File: config.mk
export PLATFORM = sky130hd
export DESIGN_NAME = acc_scale_quant
export DESIGN_NICKNAME = d
export VERILOG_FILES = /design/src/rtl/tnn_acc_pkg.sv /design/src/rtl/acc_scale_quant_pipe.sv /design/src/rtl/acc_scale_quant.sv
export SDC_FILE = /design/constraint.sdc
export NUM_CORES = 2
export LEC_CHECK = 0
export ABC_AREA = 1
export CAP_MARGIN = 15
export CORE_MARGIN = 1
export CORE_UTILIZATION = 30
export CTS_CLUSTER_DIAMETER = 80
export DETAILED_ROUTE_END_ITERATION = 16
export PLACE_DENSITY_LB_ADDON = 0.2
export SLEW_MARGIN = 5
export SYNTH_ARGS = -nofsm -noshare
export SYNTH_HDL_FRONTEND = slang
export SYNTH_SLANG_ARGS = --single-unit
File: constraint.sdc
create_clock -name clk -period 7.5 [get_ports clk]
set_clock_uncertainty 0.15 [all_clocks]
set_input_delay 0.75 -clock clk [delete_from_list [all_inputs] [get_ports clk]]
set_output_delay 0.75 -clock clk [all_outputs]
set_load 0.03 [all_outputs]
File: src/rtl/tnn_acc_pkg.sv
// Shared widths and FSM encoding for the accumulator scale/quantize block.
// Latency: n/a (declarations only).
// Backpressure: n/a.
package tnn_acc_pkg;

   localparam int ACC_W_DEF   = 24;
   localparam int SCL_W_DEF   = 32;
   localparam int FRAC_W_DEF  = 16;
   localparam int OUT_W_DEF   = 8;
   localparam int CNT_W_DEF   = 16;
   localparam int SCL_DLY_DEF = 3;
   localparam int DLY_W       = 4;

   // Layer sequencing states.
   typedef enum logic [2:0] {
      ST_IDLE  = 3'd0,
      ST_WAIT  = 3'd1,
      ST_RUN   = 3'd2,
      ST_DRAIN = 3'd3,
      ST_DONE  = 3'd4,
      ST_HOLD  = 3'd5
   } fsm_e;

endpackage

File: src/rtl/acc_scale_quant_pipe.sv
// Two-stage multiply by fixed-point scaler, then round-half-up and saturate.
// Latency: 2 cycles from in_vld_i to out_vld_o while en_i is high.
// Backpressure: en_i low freezes both stages; flush_i drops all in-flight results.
module scale_mult_pipe #(
   parameter int ACC_W  = 24,
   parameter int SCL_W  = 32,
   parameter int FRAC_W = 16,
   parameter int OUT_W  = 8
) (
   input  logic                    clk,
   input  logic                    rst_n,
   input  logic                    en_i,
   input  logic                    flush_i,
   input  logic                    in_vld_i,
   input  logic signed [ACC_W-1:0] acc_dat_i,
   input  logic signed [SCL_W-1:0] scl_i,
   output logic                    out_vld_o,
   output logic signed [OUT_W-1:0] out_dat_o
);

   localparam int PW = ACC_W + SCL_W;
   // One extra bit of headroom so adding the rounding constant cannot wrap.
   localparam logic signed [PW:0] HALF    = (PW+1)'(1) << (FRAC_W - 1);
   localparam logic signed [PW:0] SAT_MAX = (PW+1)'(2 ** (OUT_W - 1) - 1);
   localparam logic signed [PW:0] SAT_MIN = ~SAT_MAX;

   logic                    s1_v_q;
   logic                    s2_v_q;
   logic signed [PW-1:0]    prod_d;
   logic signed [PW-1:0]    prod_q;
   logic signed [PW:0]      rnd_w;
   logic signed [PW:0]      shf_w;
   logic signed [OUT_W-1:0] sat_w;
   logic signed [OUT_W-1:0] dat_q;

   // Both operands sign-extended to the full product width before multiplying.
   assign prod_d = PW'(acc_dat_i) * PW'(scl_i);
   assign rnd_w  = $signed({prod_q[PW-1], prod_q}) + HALF;
   assign shf_w  = rnd_w >>> FRAC_W;

   // Clamp the rounded value into the signed output range.
   always_comb begin
      sat_w = shf_w[OUT_W-1:0];
      if (shf_w > SAT_MAX) begin
         sat_w = SAT_MAX[OUT_W-1:0];
      end else if (shf_w < SAT_MIN) begin
         sat_w = SAT_MIN[OUT_W-1:0];
      end
   end

   // Pipeline registers: flush clears valids, otherwise advance only when enabled.
   always_ff @(posedge clk or negedge rst_n) begin
      if (!rst_n) begin
         s1_v_q <= 1'b0;
         s2_v_q <= 1'b0;
         prod_q <= '0;
         dat_q  <= '0;
      end else if (flush_i) begin
         s1_v_q <= 1'b0;
         s2_v_q <= 1'b0;
      end else if (en_i) begin
         s1_v_q <= in_vld_i;
         prod_q <= prod_d;
         s2_v_q <= s1_v_q;
         dat_q  <= sat_w;
      end
   end

   assign out_vld_o = s2_v_q;
   assign out_dat_o = dat_q;

endmodule

File: src/rtl/acc_scale_quant.sv
// Applies the per-layer scaler to accumulator sums and emits saturated activations.
// Latency: accept in cycle N gives out_valid in N+2; one result per cycle.
// Backpressure: out_ready low with a result pending stalls the pipe and drops acc_ready.
module acc_scale_quant
   import tnn_acc_pkg::*;
#(
   parameter int ACC_W   = ACC_W_DEF,
   parameter int SCL_W   = SCL_W_DEF,
   parameter int FRAC_W  = FRAC_W_DEF,
   parameter int OUT_W   = OUT_W_DEF,
   parameter int CNT_W   = CNT_W_DEF,
   parameter int SCL_DLY = SCL_DLY_DEF
) (
   input  logic                    clk,
   input  logic                    rst_n,
   input  logic                    state,
   input  logic signed [SCL_W-1:0] scaler_in,
   input  logic        [CNT_W-1:0] num_elem,
   input  logic                    acc_valid,
   output logic                    acc_ready,
   input  logic signed [ACC_W-1:0] acc_data,
   output logic                    out_valid,
   input  logic                    out_ready,
   output logic signed [OUT_W-1:0] out_data,
   output logic                    busy,
   output logic                    done
);

   fsm_e                    fsm_q, fsm_d;
   logic                    state_q;
   logic [CNT_W-1:0]        num_q, num_d;
   logic [CNT_W-1:0]        in_cnt_q, in_cnt_d;
   logic [CNT_W-1:0]        out_cnt_q, out_cnt_d;
   logic [DLY_W-1:0]        dly_q, dly_d;
   logic signed [SCL_W-1:0] scaler_q, scaler_d;
   logic                    en;
   logic                    accept;
   logic                    out_hs;
   logic                    rise;
   logic                    flush;

   assign en        = !out_valid || out_ready;
   assign acc_ready = (fsm_q == ST_RUN) && en && (in_cnt_q < num_q);
   assign accept    = acc_valid && acc_ready;
   assign out_hs    = out_valid && out_ready;
   assign rise      = state && !state_q;
   assign busy      = (fsm_q != ST_IDLE);
   assign done      = (fsm_q == ST_DONE);

   // Next-state and counter logic; dropping state outside IDLE aborts the layer.
   always_comb begin
      fsm_d     = fsm_q;
      num_d     = num_q;
      in_cnt_d  = in_cnt_q;
      out_cnt_d = out_cnt_q;
      dly_d     = dly_q;
      scaler_d  = scaler_q;
      flush     = 1'b0;
      case (fsm_q)
         ST_IDLE: begin
            if (rise) begin
               num_d     = num_elem;
               dly_d     = '0;
               in_cnt_d  = '0;
               out_cnt_d = '0;
               fsm_d     = ST_WAIT;
            end
         end
         ST_WAIT: begin
            // Scaler controller needs SCL_DLY (>= 1) cycles after the rise.
            dly_d = dly_q + DLY_W'(1);
            if (dly_q == DLY_W'(SCL_DLY - 1)) begin
               scaler_d = scaler_in;
               fsm_d    = ST_RUN;
            end
         end
         ST_RUN: begin
            if (accept) begin
               in_cnt_d = in_cnt_q + CNT_W'(1);
            end
            if (out_hs) begin
               out_cnt_d = out_cnt_q + CNT_W'(1);
            end
            if (in_cnt_d == num_q) begin
               fsm_d = ST_DRAIN;
            end
         end
         ST_DRAIN: begin
            if (out_hs) begin
               out_cnt_d = out_cnt_q + CNT_W'(1);
            end
            // Counting this cycle's handshake lets done follow the last result directly.
            if (out_cnt_d == num_q) begin
               fsm_d = ST_DONE;
            end
         end
         ST_DONE: begin
            fsm_d = ST_HOLD;
         end
         ST_HOLD: begin
            if (!state) begin
               fsm_d = ST_IDLE;
            end
         end
         default: begin
            fsm_d = ST_IDLE;
         end
      endcase
      if ((fsm_q != ST_IDLE) && !state) begin
         fsm_d     = ST_IDLE;
         flush     = 1'b1;
         in_cnt_d  = '0;
         out_cnt_d = '0;
         dly_d     = '0;
      end
   end

   // Control state registers.
   always_ff @(posedge clk or negedge rst_n) begin
      if (!rst_n) begin
         fsm_q     <= ST_IDLE;
         state_q   <= 1'b0;
         num_q     <= '0;
         in_cnt_q  <= '0;
         out_cnt_q <= '0;
         dly_q     <= '0;
         scaler_q  <= '0;
      end else begin
         fsm_q     <= fsm_d;
         state_q   <= state;
         num_q     <= num_d;
         in_cnt_q  <= in_cnt_d;
         out_cnt_q <= out_cnt_d;
         dly_q     <= dly_d;
         scaler_q  <= scaler_d;
      end
   end

   scale_mult_pipe #(
      .ACC_W  (ACC_W),
      .SCL_W  (SCL_W),
      .FRAC_W (FRAC_W),
      .OUT_W  (OUT_W)
   ) u_pipe (
      .clk       (clk),
      .rst_n     (rst_n),
      .en_i      (en),
      .flush_i   (flush),
      .in_vld_i  (accept),
      .acc_dat_i (acc_data),
      .scl_i     (scaler_q),
      .out_vld_o (out_valid),
      .out_dat_o (out_data)
   );

endmodule

==> flow_summary.yaml <==
route:
  drt_iter0_markers: 1647
  ant_nets: 0
  drc: 0
  postRouteWirelength_microns: 110000
  firstDrtPassIters: 5
  wl_per_cell_microns: 16.4
  viasPerCell: 4.46
  via_count: 29900
cells_and_area:
  syn2layout_area_growth_pct: 17.7
  seqCellArea_sq_um: 3480
  drive_above_1_share: 0.111
  n_antenna_cell: 0
  fillerInstances: 12900
  nNetsFinal: 6101
  multiInputGateArea_sq_um: 27800
  stdcell_count: 6714
  final_area_sq_um: 43400
clocking:
  cts_tree: "done"
  htreeDepth: 4
  cts_buffers: 17
  cts_root_buf: "clkbuf_16"
  cts_sinks: 139
  clk_latency_ns: 0.56
  path_clk_slew_ns: 0.09
  clk_path_buf_depth: 2
yosys:
  netlist_top_cells_count: "1,324 x inv_1, 1,249 x nand2_1, 782 x fa_1"
  ys_warn_count: 0
  synthCells: 4772
  ys.flop_type: "dfrtp_1"
  synth_edf_count: 0
  netlist_area_sq_um: 36800
  synth_cell_types: 50
  postSynthAreaPerCell_sq_um: 7.72
  netlist_top_cells_area: "fa_1 42%, inv_1 13%, nand2_1 13%, dfrtp_1 9.4%, ha_1 5.6%"
  synth-seq-area-share: 0.0944
  syn-num-nets: 5797
  yosysMostFrequentCell: "inv_1"
  yosysTopAreaCellShare: 0.425
  synth_top_cell_by_area: "fa_1"
  ys_seq_elements: 139
  async_flop_share: 1.00
sta:
  finalSetupViolCount: 0
  period_minus_slack_ns: 7.22
  max_freq_mhz: 138
  fin_setup_tns_ns: 0
  worst_pin_slew_ns: 0.985
  slew_headroom: 0.343
  final.period_utilization: 0.963
  report.final.slew_viol_count: 0
  hold_violations: 0
global_route:
  grtUsageTotal: 0.186
  grt_pass1_vias: 32100
  grt_pass1_wl_microns: 180000
  antenna_found_initial: 2
  overflow: 0
  grt_max_degree: 78
place:
  place.port_buffers: 88
  place_congestion: 0.897
  dp_cells: 6681
  dpl_cell_area_sq_um: 42600
  dp_hpwl_microns: 94700
floorplanning:
  num_rows: 128
  die_h_microns: 352
  fp.dieW_microns: 352
  core_sq_um: 122000
  initial_core_util: 0.303
  dieArea_sq_um: 124000
  ios: 89
worst_setup_path:
  start_kind: "input pin"
  cpMostUsedCell: "fa_1"
  required_ns: 7.77
  critical_path_class: "in2reg"
  end_kind: "flop"
  critical-path-max-stage-delay_ns: 0.55
  arrival_ns: 7.49
  path_max_fanout: 15
  path_buf_inv: 9
  cp_top_family: "adder cells"
  slowest_stage: "fa_1"
status:
  status: "finished, final reports clean"
hold_path:
  hold_path.class: "in2async"
run:
  maxCapViolCount: 0
[timing repair]
action / 4_1_cts / 5_1_grt
resized for setup: 0 / 57
hold buffers: 0 / 0
setup buffers: 0 / 1
setup endpoints to repair: 0 / 25
[through the flow]
stage | util | setup WS [ns] | hold slack [ns]
floorplan | - | 0.422 | 0.304
global placement | 0.350 | -0.483 | 0.320
detailed placement | 0.350 | -0.516 | 0.328
CTS | 0.355 | 0.0113 | 0.149
global route | 0.356 | -0.0222 | 0.181
finish | 0.356 | 0.275 | 0.125
[sequential cells by signal (all words and copies together) (netlist names)]
name,flops
fsm_q,3
num_q,16
u_pipe.s1_v_q,1
u_pipe.out_vld_o,1
in_cnt_q,16
out_cnt_q,16
u_pipe.out_dat_o,8
dly_q,4
state_q,1
u_pipe.prod_q,41
scaler_q,32
[worst reg2reg max path: cells and delay by family (launching register included)]
family | cells | cell delay [ns]
buf+inv | 4 | 0.48
flops | 1 | 0.76
fa+ha+maj | 8 | 3.98
compound gates | 6 | 1.03
simple gates | 4 | 0.63
[routing by layer]
metal,wire (microns),global-route usage,vias to the layer above,share of wire
li1,-,-,14300,-
met1,48600,0.241,15000,0.44
met2,55300,0.327,498,0.50
met3,3660,0.0195,115,0.033
met4,2790,0.0546,0,0.025
met5,0,0,-,0
[worst paths after layout]
kind	startpoint	endpoint	cells after the start	slack, ns
worst min register to register	u_pipe.out_dat_o[1]$_DFFE_PN0P_	u_pipe.out_dat_o[1]$_DFFE_PN0P_	2	0.34
worst min-delay path	rst_n	u_pipe.out_dat_o[4]$_DFFE_PN0P_	1	0.12
worst max-delay path	acc_data[0]	u_pipe.prod_q[48]$_DFFE_PN0P_	27	0.28
worst max register to register	scaler_q[20]$_DFFE_PN0P_	u_pipe.prod_q[54]$_DFFE_PN0P_	22	0.34
max in group asynchronous	rst_n	scaler_q[9]$_DFFE_PN0P_	2	5.51
min in group clk	u_pipe.out_dat_o[1]$_DFFE_PN0P_	u_pipe.out_dat_o[1]$_DFFE_PN0P_	2	0.34
[logic make-up (layout without fill, tap and decap cells)]
| family | after synthesis | after routing | share of synthesized area |
|---|---|---|---|
| buffers and inverters | 1529 | 1846 | 0.156 |
| flip-flops | 139 | 139 | 0.0944 |
| XOR/XNOR | 88 | 88 | 0.0215 |
| AO/OA/AOI/OAI | 275 | 275 | 0.0424 |
| adder cells (fa/ha/maj) | 948 | 948 | 0.481 |
| multiplexers | 30 | 30 | 0.00917 |
| AND/OR/NAND/NOR | 1763 | 1763 | 0.195 |
[placed cells by master (no fill, tap or decap), drive strengths merged, types with 84 or more instances in the layout]
cell and n:
dfrtp 139, buf 390, inv 1344, nand3 114, fa 782, nor2 259
ha 166, o21ai 101, clkdlybuf4s50 87, nand2 1259, a21oi 84
[layout make-up]
type,count,share of cell area
sequential,139,0.0803
multi-input combinational,3104,0.641
clock buffer,17,0.00981
clock inverter,15,0.00413
timing repair buffer,477,0.102
inverter,1337,0.116
tap,1625,0.0469
Power is not shown: default switching activity piles up to over one toggle a cycle in this logic, so the estimate is an artifact.
